`src/rtl/change_dispenser_if.sv`:
```
// Vend-controller / hopper side signals of the change dispenser.
// COIN_INVENTORY_EN adds the refill input and per-coin stock_empty flags.
interface change_dispenser_if #(
    parameter int VAL_W = 8
);
    logic             start;
    logic [VAL_W-1:0] change_val;
    logic             coin_ack;
    logic [3:0]       coin_out;
    logic             coin_valid;
    logic             busy;
    logic             done;
    logic             error;
    logic [VAL_W-1:0] remain;
`ifdef COIN_INVENTORY_EN
    logic             refill;
    logic [3:0]       stock_empty;

    modport master (
        output start, change_val, coin_ack, refill,
        input  coin_out, coin_valid, busy, done, error, remain, stock_empty
    );
    modport slave (
        input  start, change_val, coin_ack, refill,
        output coin_out, coin_valid, busy, done, error, remain, stock_empty
    );
`else
    modport master (
        output start, change_val, coin_ack,
        input  coin_out, coin_valid, busy, done, error, remain
    );
    modport slave (
        input  start, change_val, coin_ack,
        output coin_out, coin_valid, busy, done, error, remain
    );
`endif
endinterface

```
`src/rtl/change_dispenser.sv`:
```
// Greedy 50/20/10/5 change dispenser, one coin per valid/ack handshake.
// Optional COIN_INVENTORY_EN: per-denomination stock counters with refill.
module change_dispenser #(
    parameter int VAL_W      = 8,
    parameter int GAP_CYCLES = 1,
    parameter int STOCK_W    = 4,
    parameter int STOCK_INIT = 15
) (
    input  logic              clk,
    input  logic              rst,
    change_dispenser_if.slave bus
);
    typedef enum logic [1:0] {IDLE, ISSUE, GAP, FINISH} state_t;

    localparam logic [VAL_W-1:0] V50 = VAL_W'(50);
    localparam logic [VAL_W-1:0] V20 = VAL_W'(20);
    localparam logic [VAL_W-1:0] V10 = VAL_W'(10);
    localparam logic [VAL_W-1:0] V5  = VAL_W'(5);
    localparam logic [3:0]       GAP_LAST = 4'(GAP_CYCLES - 1);

    state_t           state, state_nxt;
    logic [VAL_W-1:0] remain_q, remain_nxt, pick_src;
    logic [3:0]       coin_q, coin_nxt, pick, avail;
    logic [3:0]       gap_q, gap_nxt;

    function automatic logic [VAL_W-1:0] coin_value(input logic [3:0] c);
        case (c)
            4'b1000: coin_value = V50;
            4'b0100: coin_value = V20;
            4'b0010: coin_value = V10;
            4'b0001: coin_value = V5;
            default: coin_value = '0;
        endcase
    endfunction

`ifdef COIN_INVENTORY_EN
    logic [3:0][STOCK_W-1:0] stock;

    always_ff @(posedge clk or negedge rst) begin
        if (!rst) begin
            stock <= {4{STOCK_W'(STOCK_INIT)}};
        end else if (state == IDLE && bus.refill) begin
            stock <= {4{STOCK_W'(STOCK_INIT)}};
        end else if (state == ISSUE && bus.coin_ack) begin
            for (int i = 0; i < 4; i++)
                if (coin_q[i]) stock[i] <= stock[i] - STOCK_W'(1);
        end
    end

    always_comb begin
        for (int i = 0; i < 4; i++) avail[i] = (stock[i] != '0);
    end
    assign bus.stock_empty = ~avail;
`else
    assign avail = 4'b1111;
`endif

    // In IDLE the first coin is chosen straight from the request value.
    assign pick_src = (state == IDLE) ? bus.change_val : remain_q;

    always_comb begin
        pick = 4'b0000;
        if      (avail[3] && pick_src >= V50) pick = 4'b1000;
        else if (avail[2] && pick_src >= V20) pick = 4'b0100;
        else if (avail[1] && pick_src >= V10) pick = 4'b0010;
        else if (avail[0] && pick_src >= V5)  pick = 4'b0001;
    end

    always_ff @(posedge clk or negedge rst) begin
        if (!rst) begin
            state    <= IDLE;
            remain_q <= '0;
            coin_q   <= '0;
            gap_q    <= '0;
        end else begin
            state    <= state_nxt;
            remain_q <= remain_nxt;
            coin_q   <= coin_nxt;
            gap_q    <= gap_nxt;
        end
    end

    always_comb begin
        state_nxt  = state;
        remain_nxt = remain_q;
        coin_nxt   = coin_q;
        gap_nxt    = gap_q;
        case (state)
            IDLE: begin
                if (bus.start) begin
                    remain_nxt = bus.change_val;
                    coin_nxt   = pick;
                    state_nxt  = (pick != '0) ? ISSUE : FINISH;
                end
            end
            ISSUE: begin
                if (bus.coin_ack) begin
                    remain_nxt = remain_q - coin_value(coin_q);
                    coin_nxt   = '0;
                    gap_nxt    = '0;
                    state_nxt  = GAP;
                end
            end
            GAP: begin
                if (gap_q == GAP_LAST) begin
                    coin_nxt  = pick;
                    state_nxt = (pick != '0) ? ISSUE : FINISH;
                end else begin
                    gap_nxt = gap_q + 4'd1;
                end
            end
            FINISH: state_nxt = IDLE;
            default: state_nxt = IDLE;
        endcase
    end

    assign bus.coin_out   = coin_q;
    assign bus.coin_valid = (state == ISSUE);
    assign bus.busy       = (state != IDLE);
    assign bus.done       = (state == FINISH) && (remain_q == '0);
    assign bus.error      = (state == FINISH) && (remain_q != '0);
    assign bus.remain     = remain_q;
endmodule

```
`src/flat_wrapper.sv`:
```
// flat-port wrapper written by rule: the top's interface ports become plain ports
module change_dispenser_flat 
#(
    parameter int VAL_W      = 8,
    parameter int GAP_CYCLES = 1,
    parameter int STOCK_W    = 4,
    parameter int STOCK_INIT = 15
)
  (clk, rst, bus_start, bus_change_val, bus_coin_ack, bus_coin_out, bus_coin_valid, bus_busy, bus_done, bus_error, bus_remain);
  change_dispenser_if #(.VAL_W(VAL_W)) bus_i ();
  input  logic clk;
  input  logic rst;
  input wire logic [$bits(bus_i.start)-1:0] bus_start;
  input wire logic [$bits(bus_i.change_val)-1:0] bus_change_val;
  input wire logic [$bits(bus_i.coin_ack)-1:0] bus_coin_ack;
  output wire logic [$bits(bus_i.coin_out)-1:0] bus_coin_out;
  output wire logic [$bits(bus_i.coin_valid)-1:0] bus_coin_valid;
  output wire logic [$bits(bus_i.busy)-1:0] bus_busy;
  output wire logic [$bits(bus_i.done)-1:0] bus_done;
  output wire logic [$bits(bus_i.error)-1:0] bus_error;
  output wire logic [$bits(bus_i.remain)-1:0] bus_remain;
  assign bus_i.start = bus_start;
  assign bus_i.change_val = bus_change_val;
  assign bus_i.coin_ack = bus_coin_ack;
  assign bus_coin_out = bus_i.coin_out;
  assign bus_coin_valid = bus_i.coin_valid;
  assign bus_busy = bus_i.busy;
  assign bus_done = bus_i.done;
  assign bus_error = bus_i.error;
  assign bus_remain = bus_i.remain;
  change_dispenser #(.VAL_W(VAL_W), .GAP_CYCLES(GAP_CYCLES), .STOCK_W(STOCK_W), .STOCK_INIT(STOCK_INIT)) u_core (.clk(clk), .rst(rst), .bus(bus_i));
endmodule
```
`config.mk`:
```
export PLATFORM = sky130hd
export DESIGN_NAME = change_dispenser_flat
export DESIGN_NICKNAME = d
export VERILOG_FILES = /design/src/rtl/change_dispenser_if.sv /design/src/rtl/change_dispenser.sv /design/src/flat_wrapper.sv
export SDC_FILE = /design/constraint.sdc
export NUM_CORES = 1
export LEC_CHECK = 0
export ABC_CLOCK_PERIOD_IN_PS = 3300
export CAP_MARGIN = 40
export CORE_UTILIZATION = 53
export CTS_BUF_LIST = sky130_fd_sc_hd__clkbuf_4 sky130_fd_sc_hd__clkbuf_8
export CTS_CLUSTER_DIAMETER = 80
export DETAILED_ROUTE_END_ITERATION = 10
export GPL_ROUTABILITY_DRIVEN = 0
export PLACE_DENSITY_LB_ADDON = 0.05
export RECOVER_POWER = 25
export SETUP_SLACK_MARGIN = 0.2
export SLEW_MARGIN = 20
export SYNTH_ARGS = -nofsm -noshare
export SYNTH_HDL_FRONTEND = slang
export SYNTH_SLANG_ARGS = --single-unit
```
`constraint.sdc`:
```
create_clock -name clk -period 3.3 [get_ports clk]
set_clock_uncertainty 0.15 [all_clocks]
set_input_delay 0.99 -clock clk [delete_from_list [all_inputs] [get_ports clk]]
set_output_delay 0.99 -clock clk [all_outputs]
set_load 0.005 [all_outputs]
```
### Word-level counts from Yosys, hierarchy flattened

Cells that the tools add are included.
Widths: inputs -> output; s select.

| storage, ports and cells | value |
|---|---|
| register bits after elaboration | 18 |
| input bits | 12 |
| logic and storage cells | 58 |
| output and inout port bits | 16 |

| cells by class | value |
|---|---|
| multiplexer cells | 22 |
| order comparisons | 4 |
| eq/ne operators | 11 |
| reduce and logical (&&, ||, !) cells | 15 |
| $add $sub $neg | 2 |

Operators with widths:

| cell | number |
|---|---|
| $mux 8 | 5 |
| $mux 4 | 7 |
| $pmux 6 s4 | 1 |
| $pmux 8 s2 | 1 |
| $pmux 4 s3 | 1 |
| $reduce_and 3->1 | 3 |
| $ge 8x3->1 const B | 1 |
| $ge 8x4->1 const B | 1 |
| $ge 8x5->1 const B | 1 |
| $ge 8x6->1 const B | 1 |
| $logic_not 8->1 | 1 |
| $mux 2 | 4 |
| $pmux 2 s4 | 1 |
| $pmux 4 s2 | 1 |
| $reduce_bool 8->1 | 1 |
| $sub 8x8->8 | 1 |
| $ne 2x2->1 const B | 3 |
| $reduce_bool 2->1 | 3 |
| $add 4x1->4 const B | 1 |
| $eq 2x2->1 const B | 2 |
| $eq 4x1->1 const B | 1 |
| $eq 4x2->1 const B | 1 |
| $eq 4x3->1 const B | 1 |
| $eq 4x4->1 const B | 1 |
| 9 further kinds | 10 |

### Longest topological paths before layout

| logic depth | value |
|---|---|
| depth after elaboration | 11 |
| depth in mapped cells | 9 |
| gate-level depth less buffers | 9 |

### Worst setup path before layout

OpenSTA, ideal clock, no wires.

| timing | value |
|---|---|
| path type | register to register |
| start | register u_core.coin_q[2], in the netlist u_core.bus.coin_out[2] |
| end | register u_core.remain_q[6], in the netlist u_core.bus.remain[6] |
| buffers on the path | 0 |
| arrival time | 2.303 ns |
| setup slack | 0.768 ns |
| stages on the path, launching flop included | 10 |
| path through | dfrtp_1 -> nor4b_1 -> ha_1 -> inv_1 -> fa_1 -> a21o_1 -> a211o_1 -> a31o_1 -> a21oi_1 -> a2bb2oi_1 |

| between the ends | value |
|---|---|
| cells in the longest elaborated chain, start to end | 7 |

RTL lines:

| element | RTL line | text |
|---|---|---|
| start: declaration | change_dispenser.sv:23 | `logic [3:0] coin_q, coin_nxt, pick, avail;` |
| start signal: assignment | change_dispenser.sv:78 | `coin_q <= coin_nxt;` |
| $eq 4x1->1 (tied with other cells) | change_dispenser.sv:27 | `case (c)` |
| $pmux 6 s4 * | change_dispenser.sv:27 |  |
| $mux 8 * | change_dispenser.sv:97 | `if (bus.coin_ack) begin` |
| $mux 8 * | change_dispenser.sv:88 | `case (state)` |
| $sub 8x8->8 * | change_dispenser.sv:98 | `remain_nxt = remain_q - coin_value(coin_q);` |
| $mux 8 * | change_dispenser.sv:97 |  |
| $pmux 8 s2 * | change_dispenser.sv:88 |  |
| end signal: assignment | change_dispenser.sv:77 | `remain_q <= remain_nxt;` |
| end: declaration | change_dispenser.sv:22 | `logic [VAL_W-1:0] remain_q, remain_nxt, pick_src;` |

Every way passes the cells marked *; elsewhere a longest branch is shown, timed or not. The select of a mux whose other input is x is not followed.
A chain may end at the register's enable or synchronous reset.

### Final worst setup path

| timing | value |
|---|---|
| start | register u_core.remain_q[5], in the netlist u_core.bus.remain[5] |
| end | output port bus_done |

| between the ends | value |
|---|---|
| cells in the longest elaborated chain, start to end | 2 |

RTL lines:

| element | RTL line | text |
|---|---|---|
| $logic_not 8->1 | change_dispenser.sv:120 | `assign bus.done = (state == FINISH) && (remain_q == '0);` |
| $logic_and 1x1->1 | change_dispenser.sv:120 |  |
| end: declaration | flat_wrapper.sv:19 | `output wire logic [$bits(bus_i.done)-1:0] bus_done;` |

Every way passes these cells.

==> impl_metrics.env <==
export IMPL_crit_cells=4
export IMPL_regArea_sq_um=451.7
export IMPL_synth_distinct_cells=49
export IMPL_clockRootBuffer="clkbuf_4"
export IMPL_syn_area_sq_um=1413
export IMPL_detailed_place_hpwl_microns=2776
export IMPL_grt_max_degree=19
export IMPL_post_cts_buffers=0
export IMPL_synth_xor_xnor_area_share_pct=2.480
export IMPL_cp_end_kind="output port"
export IMPL_hold_depth=1
export IMPL_synth_enable_flop_cells=0
export IMPL_crit_family="simple AND/OR/NAND/NOR gates"
export IMPL_finalHoldViolCount=0
export IMPL_clockBufferDepth=2
export IMPL_numCtsBuffers=3
export IMPL_grt_ovfl_total=0
export IMPL_hold_path_class="flip-flop to flip-flop"
export IMPL_fmax_ghz=0.3354
export IMPL_synthCells=171
export IMPL_synthAdderAreaFrac_pct=8.503
export IMPL_seq_area_frac_synth_pct=31.89
export IMPL_crit_path_max_incr_delay_ps=510
export IMPL_critPathBufInv=1
export IMPL_grt_pass1_vias=1255
export IMPL_drt_wirelength_per_cell_microns=15.67
export IMPL_ys_warn_count=0
export IMPL_h_tree_depth=1
export IMPL_setup_viol=0
export IMPL_max_slew_margin_pct=51.48
export IMPL_num_rows=18
export IMPL_antenna_found_initial=0
export IMPL_num_io_pins=28
export IMPL_avgSynthCellArea_sq_um=8.261
export IMPL_path_class="flip-flop to output port"
export IMPL_ant_nets=0
export IMPL_initial_core_util_pct=56.51
export IMPL_path_clk_slew_ps=100
export IMPL_start_kind="flip-flop"
export IMPL_period_minus_slack_ps=2982
export IMPL_wl_microns=3588
export IMPL_firstDrtPassIters=4
export IMPL_cts_tree="yes"
export IMPL_synthMuxAreaShare_pct=2.834
export IMPL_synth_ff_latch_count=18
export IMPL_portBuffers=27
export IMPL_multiInputGateArea_sq_um=924.6
export IMPL_synthSimpleGateAreaFrac_pct=25.95
export IMPL_async_flop_share_pct=100.0
export IMPL_drv_cap=0
export IMPL_drive_gt1_share_pct=8.040
export IMPL_rsz0062_at_grt="false"
export IMPL_drc_errors=0
export IMPL_crit_arrival_ps=1840
export IMPL_critical_path_cell_chain="nor4_4, nand2_1, nor2_1, clkdlybuf4s50_1"
export IMPL_p_leak_nw=0.7022
export IMPL_power_mw=1.800
export IMPL_n_fill_cell=193
export IMPL_core_area_sq_um=2500
export IMPL_synth_compound_area_share_pct=24.18
export IMPL_tightest_slew_ps=727.7
export IMPL_maxSlewViolCount=0
export IMPL_path_max_fanout=6
export IMPL_critPathSlowestCell="clkdlybuf4s50_1"
export IMPL_reg2reg_depth=9
export IMPL_cts_sinks=18
export IMPL_drt_iter0_markers=44
export IMPL_via_per_inst=6.022
export IMPL_peakVddDrop_v=0.0006556
export IMPL_synth_top_family_by_area="simple AND/OR/NAND/NOR gates"
export IMPL_die_area_sq_um=2876
export IMPL_final_cell_mix="nand2_1 (26), clkdlybuf4s50_1 (26), nor2_1 (18)"
export IMPL_syn_nets=192
export IMPL_die_y_microns=53.63
export IMPL_die_x_microns=53.63
export IMPL_track_usage_pct=27.20
export IMPL_pwr_density_cell_nw_per_um2=1020
export IMPL_setup_tns_ps=0
export IMPL_clk_latency_ps=310
export IMPL_antenna_cells=0
export IMPL_fin_nets=221
export IMPL_grt_pass1_wl_microns=5506
export IMPL_cp_required_ps=2160
export IMPL_status="completed"
export IMPL_area_delta_synth_final_pct=24.98
export IMPL_num_vias=1379
export IMPL_fin_crit_sh_pct=90.36
export IMPL_ys_flop_type="dfrtp_1"
## metrics by stage
stage | setup slack [ps] | hold slack, ps | cells | cell area, sq um | utilization [%]
2_1_floorplan | 767.9 | 318.8 | 171 | 1413 | -
3_3_place_gp | 534.2 | 348.7 | 224 | 1703 | 68.12
3_5_place_dp | 500.6 | 365.2 | 224 | 1703 | 68.12
4_1_cts | 211.7 | 379.2 | 228 | 1739 | 69.57
5_1_grt | 203.6 | 407.8 | 229 | 1765 | 70.62
6_report | 318.2 | 378.1 | 229 | 1765 | 70.62
## power by group
group	switching [mW]	internal (mW)	total (mW)
registers	0.195	0.300	0.495
logic	0.580	0.582	1.16
clock network	0.0759	0.0674	0.143
## path summary, 6_finish.rpt
check,from,endpoint,slack (ps)
min reg2reg,u_core.gap_q[3]$_DFFE_PN0P_,u_core.gap_q[3]$_DFFE_PN0P_,380
max reg2reg,u_core.bus.coin_out[1]$_DFFE_PN0P_,u_core.bus.remain[6]$_DFFE_PN0P_,500
max,u_core.bus.remain[5]$_DFFE_PN0P_,bus_done,320
min in group asynchronous,rst,u_core.bus.remain[3]$_DFFE_PN0P_,820
min,u_core.gap_q[3]$_DFFE_PN0P_,u_core.gap_q[3]$_DFFE_PN0P_,380
max in group asynchronous,rst,u_core.state[0]$_DFFE_PN0P_,1210
## registers in the layout, summed over array words and instances, names as in the netlist
signal and count:
u_core.bus.remain 8, u_core.bus.coin_out 4, u_core.state 2, u_core.gap_q 4
## synth_stat cells (all sizes together) (3+ instances only)
cell type	instances	share of area [%]
a21oi	10	3.5
mux2i	4	2.8
o31ai	3	1.9
a31oi	3	1.3
or2	3	1.3
nor2b	3	1.3
o211ai	3	1.6
inv	7	1.9
o21ai	10	3.5
buf	3	1.5
nand3b	4	2.1
xnor2	4	2.5
dfrtp	18	32
nand2	26	6.9
a21boi	3	1.6
nor2	19	5.6
ha	8	7.1
nor4	4	2.2
clkbuf	3	0.80
## cells by family after synthesis
| kind of cell | Yosys count |
|---|---|
| XOR/XNOR | 4 |
| buffers and inverters | 13 |
| AND/OR/NAND/NOR | 73 |
| flip-flops | 18 |
| AO/OA/AOI/OAI | 50 |
| multiplexers | 4 |
| adder cells (fa/ha/maj) | 9 |
## timing repair
action,in CTS,in global routing
hold buffers,0,0
gates resized for setup,0,4
endpoints found under the setup margin,0,4
## final cells by class
class,count,area share (%)
multi-input cells,140,52.37
inverters,7,1.488
repair buffers,30,16.37
clock buffers,4,2.055
well taps,30,2.126
flip-flops and latches,18,25.58
## per-layer routing
metal  vias to the layer above  part of all wire, %  routed length, microns  track usage, %
met5                         -                    0                       0               0
li1                        679                    -                       -               -
met3                        10                  3.1                     112           2.542
met4                         0                  2.5                      88           12.28
met1                       650                   45                    1619           33.10
met2                        40                   49                    1767           48.13
(Power assumes the default switching activity.)
